===== src/rtl/if_inflight_cancel_tracker_pkg.sv =====
// Shared definitions for the IF in-flight cancel tracker.
// Flush source indices and count-width helper.
package if_inflight_cancel_tracker_pkg;

  localparam int FLUSH_EX   = 0;
  localparam int FLUSH_ERTN = 1;
  localparam int FLUSH_BR   = 2;

  function automatic int cnt_w(input int max_out);
    return $clog2(max_out + 1);
  endfunction

endpackage


===== src/rtl/if_inflight_cancel_tracker_if.sv =====
// inst_sram request/response handshake between IF pre-stage and tracker.
// master is the IF/SRAM side, slave is the tracker.
interface if_inflight_cancel_tracker_if;

  logic inst_sram_req;
  logic inst_sram_addr_ok;
  logic inst_sram_data_ok;
  logic req_allow;
  logic data_discard;

  modport master (
    output inst_sram_req,
    output inst_sram_addr_ok,
    output inst_sram_data_ok,
    input  req_allow,
    input  data_discard
  );

  modport slave (
    input  inst_sram_req,
    input  inst_sram_addr_ok,
    input  inst_sram_data_ok,
    output req_allow,
    output data_discard
  );

endinterface


===== src/rtl/if_inflight_cancel_tracker_sat_updown_counter.sv =====
// Saturating up/down counter with load; load has priority.
// Exposes its next value so callers can chain on it.
module sat_updown_counter #(
  parameter int W   = 2,
  parameter int MAX = 3
) (
  input  logic         clk,
  input  logic         resetn,
  input  logic         inc,
  input  logic         dec,
  input  logic         load,
  input  logic [W-1:0] load_val,
  output logic [W-1:0] cnt,
  output logic [W-1:0] cnt_next
);

  logic at_max;
  logic at_min;

  assign at_max = (cnt == W'(MAX));
  assign at_min = (cnt == '0);

  // next value: load, else clamped step; inc with dec holds
  always_comb begin
    cnt_next = cnt;
    if (load) begin
      cnt_next = load_val;
    end else if (inc && !dec && !at_max) begin
      cnt_next = cnt + 1'b1;
    end else if (dec && !inc && !at_min) begin
      cnt_next = cnt - 1'b1;
    end
  end

  // count register, synchronous active-low reset
  always_ff @(posedge clk) begin
    if (!resetn) cnt <= '0;
    else         cnt <= cnt_next;
  end

endmodule


===== src/rtl/if_inflight_cancel_tracker.sv =====
// Tracks accepted-but-unreturned inst_sram requests and, on flush,
// marks them all stale so their data_ok beats are discarded.
module if_inflight_cancel_tracker
  import if_inflight_cancel_tracker_pkg::*;
#(
  parameter  int MAX_OUTSTANDING = 2,
  parameter  int NUM_FLUSH       = 3,
  localparam int CNT_W           = cnt_w(MAX_OUTSTANDING)
) (
  input  logic                 clk,
  input  logic                 resetn,
  input  logic [NUM_FLUSH-1:0] flush,
  if_inflight_cancel_tracker_if.slave bus,
  output logic                 cancelling,
  output logic [CNT_W-1:0]     outstanding,
  output logic [CNT_W-1:0]     cancel_cnt,
  output logic                 err
);

  logic             acc;
  logic             ret;
  logic             any_flush;
  logic             full;
  logic             empty;
  logic             err_set;
  logic [CNT_W-1:0] out_next;
  logic [CNT_W-1:0] cancel_unused;

  assign acc       = bus.inst_sram_req & bus.inst_sram_addr_ok;
  assign ret       = bus.inst_sram_data_ok;
  assign any_flush = |flush;
  assign full      = (outstanding == CNT_W'(MAX_OUTSTANDING));
  assign empty     = (outstanding == '0);

  sat_updown_counter #(
    .W   (CNT_W),
    .MAX (MAX_OUTSTANDING)
  ) u_out_cnt (
    .clk      (clk),
    .resetn   (resetn),
    .inc      (acc),
    .dec      (ret),
    .load     (1'b0),
    .load_val ('0),
    .cnt      (outstanding),
    .cnt_next (out_next)
  );

  // a flush reloads with the post-cycle in-flight count
  sat_updown_counter #(
    .W   (CNT_W),
    .MAX (MAX_OUTSTANDING)
  ) u_cancel_cnt (
    .clk      (clk),
    .resetn   (resetn),
    .inc      (1'b0),
    .dec      (ret),
    .load     (any_flush),
    .load_val (out_next),
    .cnt      (cancel_cnt),
    .cnt_next (cancel_unused)
  );

  assign cancelling       = (cancel_cnt != '0);
  assign bus.data_discard = ret & cancelling;
  assign bus.req_allow    = (outstanding < CNT_W'(MAX_OUTSTANDING)) | ret;

  assign err_set = (acc & full & ~ret) | (ret & empty);

  // sticky protocol error flag
  always_ff @(posedge clk) begin
    if (!resetn)      err <= 1'b0;
    else if (err_set) err <= 1'b1;
  end

endmodule


===== src/flat_wrapper.sv =====
// flat-port wrapper written by rule: the top's interface ports become plain ports
module if_inflight_cancel_tracker_flat import if_inflight_cancel_tracker_pkg::*;
#(
  parameter  int MAX_OUTSTANDING = 2,
  parameter  int NUM_FLUSH       = 3,
  localparam int CNT_W           = cnt_w(MAX_OUTSTANDING)
)
  (clk, resetn, flush, cancelling, outstanding, cancel_cnt, err, bus_inst_sram_req, bus_inst_sram_addr_ok, bus_inst_sram_data_ok, bus_req_allow, bus_data_discard);
  if_inflight_cancel_tracker_if bus_i ();
  input  logic clk;
  input  logic resetn;
  input  logic [NUM_FLUSH-1:0] flush;
  output logic cancelling;
  output logic [CNT_W-1:0] outstanding;
  output logic [CNT_W-1:0] cancel_cnt;
  output logic err;
  input wire logic [$bits(bus_i.inst_sram_req)-1:0] bus_inst_sram_req;
  input wire logic [$bits(bus_i.inst_sram_addr_ok)-1:0] bus_inst_sram_addr_ok;
  input wire logic [$bits(bus_i.inst_sram_data_ok)-1:0] bus_inst_sram_data_ok;
  output wire logic [$bits(bus_i.req_allow)-1:0] bus_req_allow;
  output wire logic [$bits(bus_i.data_discard)-1:0] bus_data_discard;
  assign bus_i.inst_sram_req = bus_inst_sram_req;
  assign bus_i.inst_sram_addr_ok = bus_inst_sram_addr_ok;
  assign bus_i.inst_sram_data_ok = bus_inst_sram_data_ok;
  assign bus_req_allow = bus_i.req_allow;
  assign bus_data_discard = bus_i.data_discard;
  if_inflight_cancel_tracker #(.MAX_OUTSTANDING(MAX_OUTSTANDING), .NUM_FLUSH(NUM_FLUSH)) u_core (.clk(clk), .resetn(resetn), .flush(flush), .bus(bus_i), .cancelling(cancelling), .outstanding(outstanding), .cancel_cnt(cancel_cnt), .err(err));
endmodule

===== config.mk =====
export PLATFORM = sky130hd
export DESIGN_NAME = if_inflight_cancel_tracker_flat
export DESIGN_NICKNAME = d
export VERILOG_FILES = /design/src/rtl/if_inflight_cancel_tracker_pkg.sv /design/src/rtl/if_inflight_cancel_tracker_if.sv /design/src/rtl/if_inflight_cancel_tracker_sat_updown_counter.sv /design/src/rtl/if_inflight_cancel_tracker.sv /design/src/flat_wrapper.sv
export SDC_FILE = /design/constraint.sdc
export NUM_CORES = 1
export LEC_CHECK = 0
export BUFFER_PORTS_ARGS = -buffer_cell sky130_fd_sc_hd__buf_2
export CAP_MARGIN = 15
export CORE_AREA = 3 3 40 42
export DETAILED_ROUTE_END_ITERATION = 8
export DIE_AREA = 0 0 43 45
export PLACE_DENSITY = 0.54
export SLEW_MARGIN = 20
export SYNTH_ARGS = -nofsm -noshare
export SYNTH_HDL_FRONTEND = slang
export SYNTH_SLANG_ARGS = --single-unit

===== constraint.sdc =====
create_clock -name clk -period 1.25 [get_ports clk]
set_input_delay 0.125 -clock clk [delete_from_list [all_inputs] [get_ports clk]]
set_output_delay 0.125 -clock clk [all_outputs]
set_load 0.005 [all_outputs]

# After elaboration in Yosys (flattened, before gate mapping)
# Index checks and enable logic that the tools add are counted.
# W data, S select, Z words.
dict set report classes {
  eq_ne 1
  muxes 4
  addsub 3
  bitwise 8
  n_reduce_logical 15
  n_lt_le_gt_ge 1
}
# operator count
set ops {}
lappend ops {{$mux W2} 4}
lappend ops {{$and A1 B1 Y1} 5}
lappend ops {{$logic_and A1 B1 Y1} 5}
lappend ops {{$logic_not A1 Y1} 5}
lappend ops {{$logic_not A2 Y1} 2}
lappend ops {{$reduce_bool A2 Y1} 2}
lappend ops {{$sub A2 B1 Y2 const B} 2}
lappend ops {{$reduce_or A3 Y1} 1}
lappend ops {{$add A2 B1 Y2 const B} 1}
lappend ops {{$eq A2 B2 Y1 const B} 1}
lappend ops {{$lt A2 B2 Y1 const B} 1}
lappend ops {{$or A1 B1 Y1} 2}
lappend ops {{$not A1 Y1} 1}
dict set report word_totals {
  in_bits 8
  regBits 5
  out_inout_bits 8
  wordCells 35
}

# Logic depth before layout (Yosys ltp)
# Gate-level depths: netlist of the first run.
dict set report depth {
  ltp_word 7
  depth_mapped 6
}

# Hierarchy
# Synthesis of the first run repeated with hierarchy kept, for this count alone.
dict set report hier_totals {
  hier_cells 63
  hier_area_um2 485.5
}
# module seq_area_each_um2 cells_each instances area_per_inst_um2
set modules_own_cells {}
lappend modules_own_cells {sat_updown_counter 40.0 26 2 197.7}
lappend modules_own_cells {if_inflight_cancel_tracker 20.0 11 1 90.1}

# Worst setup path after synthesis of the first run
# Ideal clock, no wire load.
dict set report synth_path {
  kind {flip-flop to flip-flop}
  startpoint {register u_core.u_out_cnt.cnt[1]}
  endpoint {register u_core.u_cancel_cnt.cnt[1]}
  path_slack_ns -0.120
  stages_incl_launch_ff 7
  n_path_buf 0
  period_less_slack_ns 1.370
  t_required_ns 1.176
  arrival_ns 1.296
  cell_sequence {dfxtp_1 > inv_1 > ha_1 > and2b_1 > a21oi_1 > a311o_1 > a31oi_1}
}
dict set report synth_via {
  elab_chain_len 6
  elab_cells_between_ends 11
}
# item line
set synth_lines {}
lappend synth_lines {{start: declaration} if_inflight_cancel_tracker_sat_updown_counter.sv:13} ;# output logic [W-1:0] cnt,
lappend synth_lines {{start signal: assignment} if_inflight_cancel_tracker_sat_updown_counter.sv:38} ;# else cnt <= cnt_next;
lappend synth_lines {{parallel branches: the longest is 4 deep, another holds $sub A2 B1 Y2} --}
lappend synth_lines {{$mux W2 (*)} if_inflight_cancel_tracker_sat_updown_counter.sv:28} ;# end else if (inc && !dec && !at_max) begin
lappend synth_lines {{$mux W2 (*)} if_inflight_cancel_tracker_sat_updown_counter.sv:26} ;# if (load) begin
lappend synth_lines {{end signal: assignment} if_inflight_cancel_tracker_sat_updown_counter.sv:38}
lappend synth_lines {{end: declaration} if_inflight_cancel_tracker_sat_updown_counter.sv:13}
# Every way passes the cells marked *.
# A chain may end at the register's enable or synchronous reset.

# Worst setup path after layout of the first run
dict set report layout_path {
  startpoint {register u_core.u_out_cnt.cnt[0]}
  endpoint {register u_core.u_cancel_cnt.cnt[1]}
}
# Same word-level chain as after synthesis.

==> qor.yml, run 1 <==
floorplan:
  core-area_um2: 1280
  floorplan.die_area_um2: 1940
  die-height_um: 45
  count_of_boundary_i_o_pins: 16
  effective_utilization_at_floorplan_pct: 23.9
  overall_die_width_um: 43
  core.rowCount: 13
layout:
  areaGrowthSynthToFinish_pct: 68.2
  postLayoutCellArea_um2: 515
  fillerInstances: 137
  layout-drive-gt1-share_pct: 66.1
  fin_nets: 74
  antenna_diode_count: 0
critical_path:
  cell_with_the_largest_stage_delay_on_the_worst_path: "sky130_fd_sc_hd__a311o_1"
  timing.critical_path.slowest_cell_delay_ns: 0.37
  critPathRequiredTime_ns: 1.42
  critical_path_cell_count: 5
  arrival_ns: 1.52
  crit_path_cell_trace: "inv_2 > ha_2 > and2b_2 > a311o_1 > a31oi_1"
  setup.worst_path.class: "reg -> reg"
  timing.reg2reg.worst_path_depth: 5
  timing.critical_path.max_delay_family: "compound AO/OA/AOI/OAI gates"
  start_kind: "flop"
  path_max_fanout: 4
  cp_num_buf_inv: 1
  crit_path_end_kind: "flop"
cts:
  cts.path.max_buffers: 2
  clock-root-buffer: "sky130_fd_sc_hd__clkbuf_4"
  clkSinkCount: 5
  htreeDepth: 1
  cts_made_buffers: 3
  clk_pin_slew_ns: 0.04
  worstSkewPairLatency_ns: 0.25
  tritoncts: "built"
timing:
  setup_total_negative_slack_ns: -0.253
  post-route-min-period_ns: 1.35
  drv_slew: 0
  hold_slack_ns: 0.132
  max_slew_margin_pct: 87.7
  fmax_ghz: 0.741
  worst_slack_ns: -0.0987
  rsz0062_at_grt: "yes"
  setup_violation_total_in_the_final_timing_report: 5
  period_share_pct: 108
  max_slew.worst_pin.slew_ns: 0.184
  finalHoldViolCount: 0
  worst_clock_skew_ns: 0.00380
pwr:
  power.static_leakage_nw: 0.247
  post-layout-total-power_uw: 665
  irDropWorstVdd_uv: 449
  powerDensity_nw_per_um2: 1290
global_route:
  grt_max_degree: 6
  overflow: 0
  grt_pass1_wl_um: 945
  number_of_global_route_vias_before_repair: 254
  grt_util_overall_pct: 7.24
  initial_antenna_violation_count: 0
yosys:
  synth_seq_area_share_pct: 32.7
  synthCells: 37
  syn_area_um2: 307
  ys_seq_elements: 5
  yosysUniqueCellTypes: 16
  synth_area_per_cell_um2: 8.28
  syn_nets: 48
  synthesis.yosys.warnings: 0
placed_design:
  postPlaceCellArea_um2: 445
  gpl.final_weighted_congestion: 0.730
  numPortBuffers: 15
detailed_routing:
  drt_iter0_drc: 0
  route.vias.total: 325
  post-route-drc-count: 0
  vias_per_cell: 4.22
  wl_per_cell_um: 8.74
  detail_route.first_pass.iterations: 1
  wirelength_um: 673
  remaining_antenna_violation_count: 0
status:
  violated_checks: "setup timing"
  run_status: "finished with violations"
hold_path:
  timing.hold.worst.class: "in -> reg"
  min_path_cells: 3
job:
  maxCapViolations: 0
==> cells in the mapped netlist (all sizes together) <==
master / n / area share, %
and4bb: 1 / 5.3
nand2: 2 / 2.4
o21ai: 2 / 3.3
and2b: 2 / 4.9
nand2b: 1 / 2.0
a311o: 1 / 3.3
nor2: 4 / 4.9
a31oi: 2 / 4.1
inv: 5 / 6.1
mux2i: 1 / 3.3
or3: 1 / 2.0
clkinv: 1 / 1.2
ha: 3 / 12
xnor2: 2 / 5.7
a21oi: 4 / 6.5
dfxtp: 5 / 33
==> layout make-up <==
class | count | area (um^2) | share of cell area, %
Clock buffer | 4 | 26.3 | 5.10
Inverter | 6 | 25.0 | 4.85
Multi-Input combinational cell | 26 | 221 | 43.0
Sequential cell | 5 | 104 | 20.1
Tap cell | 15 | 18.8 | 3.64
Timing Repair Buffer | 21 | 120 | 23.3
==> metal layers <==
metal	vias up	global-route usage, %	wire [um]
met2	15	8.38	244
met1	130	8.41	312
li1	175	-	-
met5	-	0	0
met3	5	3.59	84
met4	0	9.04	31
==> cell families (layout without fill, tap and decap cells) <==
group                    count (synthesis)  in the layout  synth area share, %
AO/OA/AOI/OAI                            9              9                 17.1
buffers and inverters                    6             31                 7.35
flip-flops                               5              5                 32.7
XOR/XNOR                                 2              2                 5.72
multiplexers                             1              1                 3.27
adder cells (fa/ha/maj)                  3              3                 12.2
AND/OR/NAND/NOR                         11             11                 21.6
==> stage by stage <==
stage          instances  utilization [%]  worst slack (ns)
6_report              77             40.1           -0.0987
3_3_place_gp          72             34.7            -0.120
3_5_place_dp          72             34.7            -0.112
4_1_cts               76             36.9            -0.101
2_1_floorplan         37                -           -0.0398
5_1_grt               77             40.1            -0.163
==> cell usage in the layout (no fill, tap or decap), drive strengths merged, types with 3 or more instances in the layout <==
master,netlist,routed
buf,0,21
inv,5,6
dfxtp,5,5
nor2,4,4
clkbuf,0,4
a21oi,4,4
ha,3,3
==> flip-flops by register name (all words and copies together) (netlist names) <==
| name | count |
|---|---|
| u_core.u_cancel_cnt.cnt | 2 |
| u_core.u_out_cnt.cnt | 2 |
| u_core.err | 1 |
==> worst register-to-register path: stages (launching register included) <==
cell                      delay (ns)
sky130_fd_sc_hd__dfxtp_2        0.31
sky130_fd_sc_hd__inv_2          0.06
sky130_fd_sc_hd__ha_2           0.15
sky130_fd_sc_hd__and2b_2        0.24
sky130_fd_sc_hd__a311o_1        0.37
sky130_fd_sc_hd__a31oi_1        0.14
==> repair_timing <==
action,4_1_cts,5_1_grt
pin swaps,5,4
resized for setup,1,10
setup endpoints to repair,5,6
hold buffers,0,0
buffers inserted,0,1
==> final timing paths <==
kind	slack [ns]	end	start
max	-0.1	u_core.u_cancel_cnt.cnt[1]	u_core.u_out_cnt.cnt[0]
min	0.13	u_core.u_cancel_cnt.cnt[0]	resetn
max reg2reg	-0.1	u_core.u_cancel_cnt.cnt[1]	u_core.u_out_cnt.cnt[0]
min reg2reg	0.46	u_core.err	u_core.err
==> report_power, final <==
| part | switching, mW | internal [mW] |
|---|---|---|
| Combinational | 0.114 | 0.156 |
| Clock | 0.0706 | 0.121 |
| Sequential | 0.0160 | 0.187 |
| Total | 0.200 | 0.464 |
Note: power is estimated with default switching activity, not from simulation.
==> run 2: changes to the inputs <==
Settings changed: SETUP_SLACK_MARGIN from default to 0.4.
==> run 2 against run 1 <==
  * The run still ends with setup timing left
  * Via count shrank 1.8%
  * Global-route usage grew 0.18 points
  * Cell count shrank 1.3%
  * Critical path type unchanged
==> qor.yml, run 2 (synthesized netlist as in run 1, its figures left out) <==
layout:
  areaGrowthSynthToFinish_pct: 75.5
  fin_nets: 73
  layout_common_cells: "sky130_fd_sc_hd__buf_2, sky130_fd_sc_hd__inv_2, sky130_fd_sc_hd__nor2_1, sky130_fd_sc_hd__buf_6, sky130_fd_sc_hd__buf_4"
  postLayoutCellArea_um2: 538
  antenna_diode_count: 0
  multiInputGateArea_um2: 223
  fillerInstances: 141
  most_common_cell_after_layout_fill_and_taps_aside: "sky130_fd_sc_hd__buf_2"
  regArea_um2: 108
  top_regs: "u_core.u_cancel_cnt.cnt x2, u_core.u_out_cnt.cnt x2, u_core.err x1"
  layout-drive-gt1-share_pct: 68.9
  fin_cells: 76
  layout.core_utilization_pct: 41.9
timing:
  max_slew_margin_pct: 88.4
  setup_violation_total_in_the_final_timing_report: 5
  max_slew.worst_pin.slew_ns: 0.174
  finalHoldViolCount: 0
  drv_slew: 0
  hold_slack_ns: 0.137
  fmax_ghz: 0.753
  period_share_pct: 106
  worst_slack_ns: -0.0781
  rsz0062_at_grt: "yes"
  worst_clock_skew_ns: 0.000298
  post-route-min-period_ns: 1.33
floorplan:
  floorplan.die_area_um2: 1940
  count_of_boundary_i_o_pins: 16
  core.rowCount: 13
  core-area_um2: 1280
  overall_die_width_um: 43
  die-height_um: 45
  effective_utilization_at_floorplan_pct: 23.9
cts:
  total_of_hold_buffers_inserted_after_clock_tree_synthesis: 0
  clk_pin_slew_ns: 0.04
  tritoncts: "built"
  cts_made_buffers: 3
  clock-root-buffer: "sky130_fd_sc_hd__clkbuf_4"
  htreeDepth: 1
  cts.path.max_buffers: 2
  worstSkewPairLatency_ns: 0.24
  clkSinkCount: 5
hold_path:
  min_path_cells: 3
  timing.hold.worst.class: "in -> reg"
  hold-path-endpoint: "u_core.u_cancel_cnt.cnt[0]"
  min_from: "resetn"
critical_path:
  cell_with_the_largest_stage_delay_on_the_worst_path: "sky130_fd_sc_hd__a311o_1"
  setup.worst_path.class: "reg -> reg"
  timing.critical_path.slowest_cell_delay_ns: 0.34
  rr_endpoint: "u_core.u_cancel_cnt.cnt[1]"
  timing.critical_path.max_delay_family: "compound AO/OA/AOI/OAI gates"
  crit_path_cell_trace: "inv_2 > ha_2 > and4bb_4 > a311o_1 > a31oi_1"
  timing.reg2reg.setup_slack_ns: -0.08
  arrival_ns: 1.50
  path_max_fanout: 3
  crit-reg2reg-launch: "u_core.u_out_cnt.cnt[0]"
  timing.reg2reg.worst_path_depth: 5
  cp_num_buf_inv: 1
  start_kind: "flop"
  crit_path_end_kind: "flop"
  critPathRequiredTime_ns: 1.42
pwr:
  powerDensity_nw_per_um2: 1270
  power.static_leakage_nw: 0.244
  irDropWorstVdd_uv: 409
job:
  maxCapViolations: 0
global_route:
  grt_max_degree: 6
  initial_antenna_violation_count: 0
  overflow: 0
  grt_util_overall_pct: 7.42
  grt_pass1_wl_um: 1020
  number_of_global_route_vias_before_repair: 267
status:
  violated_checks: "setup timing"
  run_status: "finished with violations"
placed_design:
  gpl.final_weighted_congestion: 0.701
  place.detailed.instances: 71
  numPortBuffers: 15
  postPlaceCellArea_um2: 455
  dp_hpwl_um: 558
detailed_routing:
  detail_route.first_pass.iterations: 3
  route.vias.total: 319
  vias_per_cell: 4.20
  drt_iter0_drc: 5
  post-route-drc-count: 0
  wirelength_um: 678
  wl_per_cell_um: 8.92
  remaining_antenna_violation_count: 0
run 2: final cells by class:
type	count	area share (%)
inverters	6	5.12
clock buffers	4	4.88
repair buffers	20	25.1
multi-input cells	26	41.4
well taps	15	3.49
flip-flops and latches	5	20.0
run 2: metal layers:
layer	global-route usage [%]	up-vias	share of wire [%]
met5	0	-	0
met4	9.04	0	3.1
met3	1.59	2	9.9
met2	9.88	15	42
met1	8.94	130	45
li1	-	172	-
run 2: through the flow:
| stage | setup slack (ns) | setup TNS, ns | total power, mW |
|---|---|---|---|
| finish | -0.0781 | -0.256 | 0.682 |
| global route | -0.156 | -0.631 | 0.729 |
| CTS | -0.0606 | -0.241 | 0.664 |
| detailed placement | -0.140 | -0.359 | 0.441 |
| global placement | -0.160 | -0.395 | 0.440 |
| floorplan | -0.0398 | -0.0969 | 0.343 |
run 2: how the worst max path moves through the flow:
stage                             from                         end  cells after the start  slack (ns)
6_report       u_core.u_out_cnt.cnt[0]  u_core.u_cancel_cnt.cnt[1]                      5       -0.08
5_1_grt        u_core.u_out_cnt.cnt[0]  u_core.u_cancel_cnt.cnt[0]                      6       -0.16
4_1_cts        u_core.u_out_cnt.cnt[0]  u_core.u_cancel_cnt.cnt[1]                      5       -0.06
3_5_place_dp   u_core.u_out_cnt.cnt[0]  u_core.u_cancel_cnt.cnt[0]                      6       -0.14
3_3_place_gp   u_core.u_out_cnt.cnt[0]  u_core.u_cancel_cnt.cnt[0]                      6       -0.16
2_1_floorplan  u_core.u_out_cnt.cnt[1]     u_core.u_out_cnt.cnt[1]                      6       -0.04
run 2: what timing repair did:
action,CTS,global route
pin swaps,6,0
setup endpoints to repair,10,11
setup buffers,1,0
resized for setup,5,8
run 2: power breakdown:
part           total [mW]  internal [mW]  leakage [nW]  switching, mW
Sequential          0.207          0.188        0.0431         0.0186
Combinational       0.283          0.166         0.186          0.117
Clock               0.192          0.121        0.0150         0.0707
run 2: worst min-delay path, delay by kind of cell:
kind            cells  cell delay, ns
compound gates      2            0.11
buf+inv             1            0.11
==> run 3: changes to the inputs <==
Settings changed: HOLD_SLACK_MARGIN from default to 0.15.
==> run 3 against run 2 <==
  * The run still ends with setup timing left
  * Hold slack better by 0.071 ns
  * Sequential power about the same
  * Critical path depth stayed put
  * Non-clock buffer count increased by 1
  * Wire length unchanged
  * Total power rose by 0.34%
  * Sequential cell count is the same
  * Critical path type unchanged
  * Critical endpoint unchanged
==> qor.yml, run 3 (synthesized netlist as in run 1, its figures left out) <==
critical_path:
  crit-reg2reg-launch: "u_core.u_out_cnt.cnt[0]"
  critPathRequiredTime_ns: 1.42
  timing.reg2reg.setup_slack_ns: -0.08
  timing.reg2reg.worst_path_depth: 5
  rr_endpoint: "u_core.u_cancel_cnt.cnt[1]"
  setup.worst_path.class: "reg -> reg"
  path_max_fanout: 3
  start_kind: "flop"
  crit_path_end_kind: "flop"
  arrival_ns: 1.50
global_route:
  number_of_global_route_vias_before_repair: 261
  grt_max_degree: 6
  grt_util_overall_pct: 7.33
  grt_pass1_wl_um: 1010
  initial_antenna_violation_count: 0
  overflow: 0
cts:
  clk_pin_slew_ns: 0.04
  worstSkewPairLatency_ns: 0.24
  htreeDepth: 1
  tritoncts: "built"
  clkSinkCount: 5
  cts.path.max_buffers: 2
  cts_made_buffers: 3
  clock-root-buffer: "sky130_fd_sc_hd__clkbuf_4"
placed_design:
  numPortBuffers: 15
  gpl.final_weighted_congestion: 0.701
  dp_hpwl_um: 558
  postPlaceCellArea_um2: 455
layout:
  layout_common_cells: "sky130_fd_sc_hd__buf_2, sky130_fd_sc_hd__inv_2, sky130_fd_sc_hd__nor2_1, sky130_fd_sc_hd__buf_6, sky130_fd_sc_hd__buf_4"
  fillerInstances: 141
  most_common_cell_after_layout_fill_and_taps_aside: "sky130_fd_sc_hd__buf_2"
  areaGrowthSynthToFinish_pct: 78.8
  layout-drive-gt1-share_pct: 67.7
  antenna_diode_count: 0
  top_regs: "u_core.u_cancel_cnt.cnt x2, u_core.u_out_cnt.cnt x2, u_core.err x1"
  fin_nets: 74
  postLayoutCellArea_um2: 548
  layout.core_utilization_pct: 42.6
hold_path:
  min_from: "flush[2]"
  min_path_cells: 3
  hold-path-endpoint: "u_core.u_cancel_cnt.cnt[0]"
  timing.hold.worst.class: "in -> reg"
pwr:
  powerDensity_nw_per_um2: 1250
  power.static_leakage_nw: 0.248
  irDropWorstVdd_uv: 409
timing:
  setup_total_negative_slack_ns: -0.256
  worst_slack_ns: -0.0781
  drv_slew: 0
  finalHoldViolCount: 0
  max_slew_margin_pct: 88.4
  hold_slack_ns: 0.207
  worst_clock_skew_ns: 0.000298
  post-route-min-period_ns: 1.33
  rsz0062_at_grt: "yes"
  setup_violation_total_in_the_final_timing_report: 5
  period_share_pct: 106
  fmax_ghz: 0.753
  max_slew.worst_pin.slew_ns: 0.174
floorplan:
  die-height_um: 45
  core.rowCount: 13
  overall_die_width_um: 43
  count_of_boundary_i_o_pins: 16
  core-area_um2: 1280
  effective_utilization_at_floorplan_pct: 23.9
  floorplan.die_area_um2: 1940
detailed_routing:
  detail_route.first_pass.iterations: 3
  post-route-drc-count: 0
  vias_per_cell: 4.19
  wl_per_cell_um: 8.81
  remaining_antenna_violation_count: 0
  wirelength_um: 678
  drt_iter0_drc: 5
  route.vias.total: 323
job:
  maxCapViolations: 0
status:
  run_status: "finished with violations"
  violated_checks: "setup timing"
-- run 3: cell types whose count changed in the layout (fill, tap and decap cells not counted), sizes merged --
cell / change
dlygate4sd3: +1
-- run 3: how the worst max path moves through the flow --
stage / start / endpoint / slack (ns) / cells after the start
floorplan: u_core.u_out_cnt.cnt[1] / u_core.u_out_cnt.cnt[1] / -0.04 / 6
global placement: u_core.u_out_cnt.cnt[0] / u_core.u_cancel_cnt.cnt[0] / -0.16 / 6
detailed placement: u_core.u_out_cnt.cnt[0] / u_core.u_cancel_cnt.cnt[0] / -0.14 / 6
CTS: u_core.u_out_cnt.cnt[0] / u_core.u_cancel_cnt.cnt[1] / -0.06 / 5
global route: u_core.u_out_cnt.cnt[0] / u_core.u_cancel_cnt.cnt[0] / -0.16 / 6
finish: u_core.u_out_cnt.cnt[0] / u_core.u_cancel_cnt.cnt[1] / -0.08 / 5
-- run 3: area by class of cell --
cell class                 instances  area [um^2]  area share (%)
tap                               15         18.8            3.42
timing repair buffer              21          145            26.5
multi-input combinational         26          223            40.6
clock buffer                       4         26.3            4.79
inverter                           6         27.5            5.02
sequential                         5          108            19.6
-- run 3: critical path, stage by stage, from the launching register on --
cell and delay [ns]:
sky130_fd_sc_hd__dfxtp_2 0.31, sky130_fd_sc_hd__inv_2 0.06, sky130_fd_sc_hd__ha_2 0.17, sky130_fd_sc_hd__and4bb_4 0.24, sky130_fd_sc_hd__a311o_1 0.34, sky130_fd_sc_hd__a31oi_1 0.13
-- run 3: power breakdown --
| group | switching, mW | total [mW] | internal (mW) |
|---|---|---|---|
| Combinational | 0.117 | 0.286 | 0.168 |
| Clock | 0.0707 | 0.192 | 0.121 |
| Sequential | 0.0186 | 0.207 | 0.188 |
-- run 3: timing repair --
item / 4_1_cts / 5_1_grt
hold endpoints to repair: 2 / 0
endpoints found under the setup margin: 10 / 11
pin swaps: 6 / 0
resized for setup: 5 / 8
buffers inserted: 1 / 0
cloned: 0 / 0
hold buffers: 1 / 0
-- run 3: routing by layer --
layer,vias to the layer above,track usage (%),wire length (um)
met3,2,1.59,71
li1,174,-,-
met1,132,8.70,296
met5,-,0,0
met2,15,9.88,290
met4,0,9.04,21
-- run 3: stage by stage --
stage / std cells / power (mW) / setup slack, ns
CTS: 77 / 0.666 / -0.0606
finish: 77 / 0.684 / -0.0781
detailed placement: 71 / 0.441 / -0.140
floorplan: 37 / 0.343 / -0.0398
global route: 77 / 0.732 / -0.156
global placement: 71 / 0.440 / -0.160
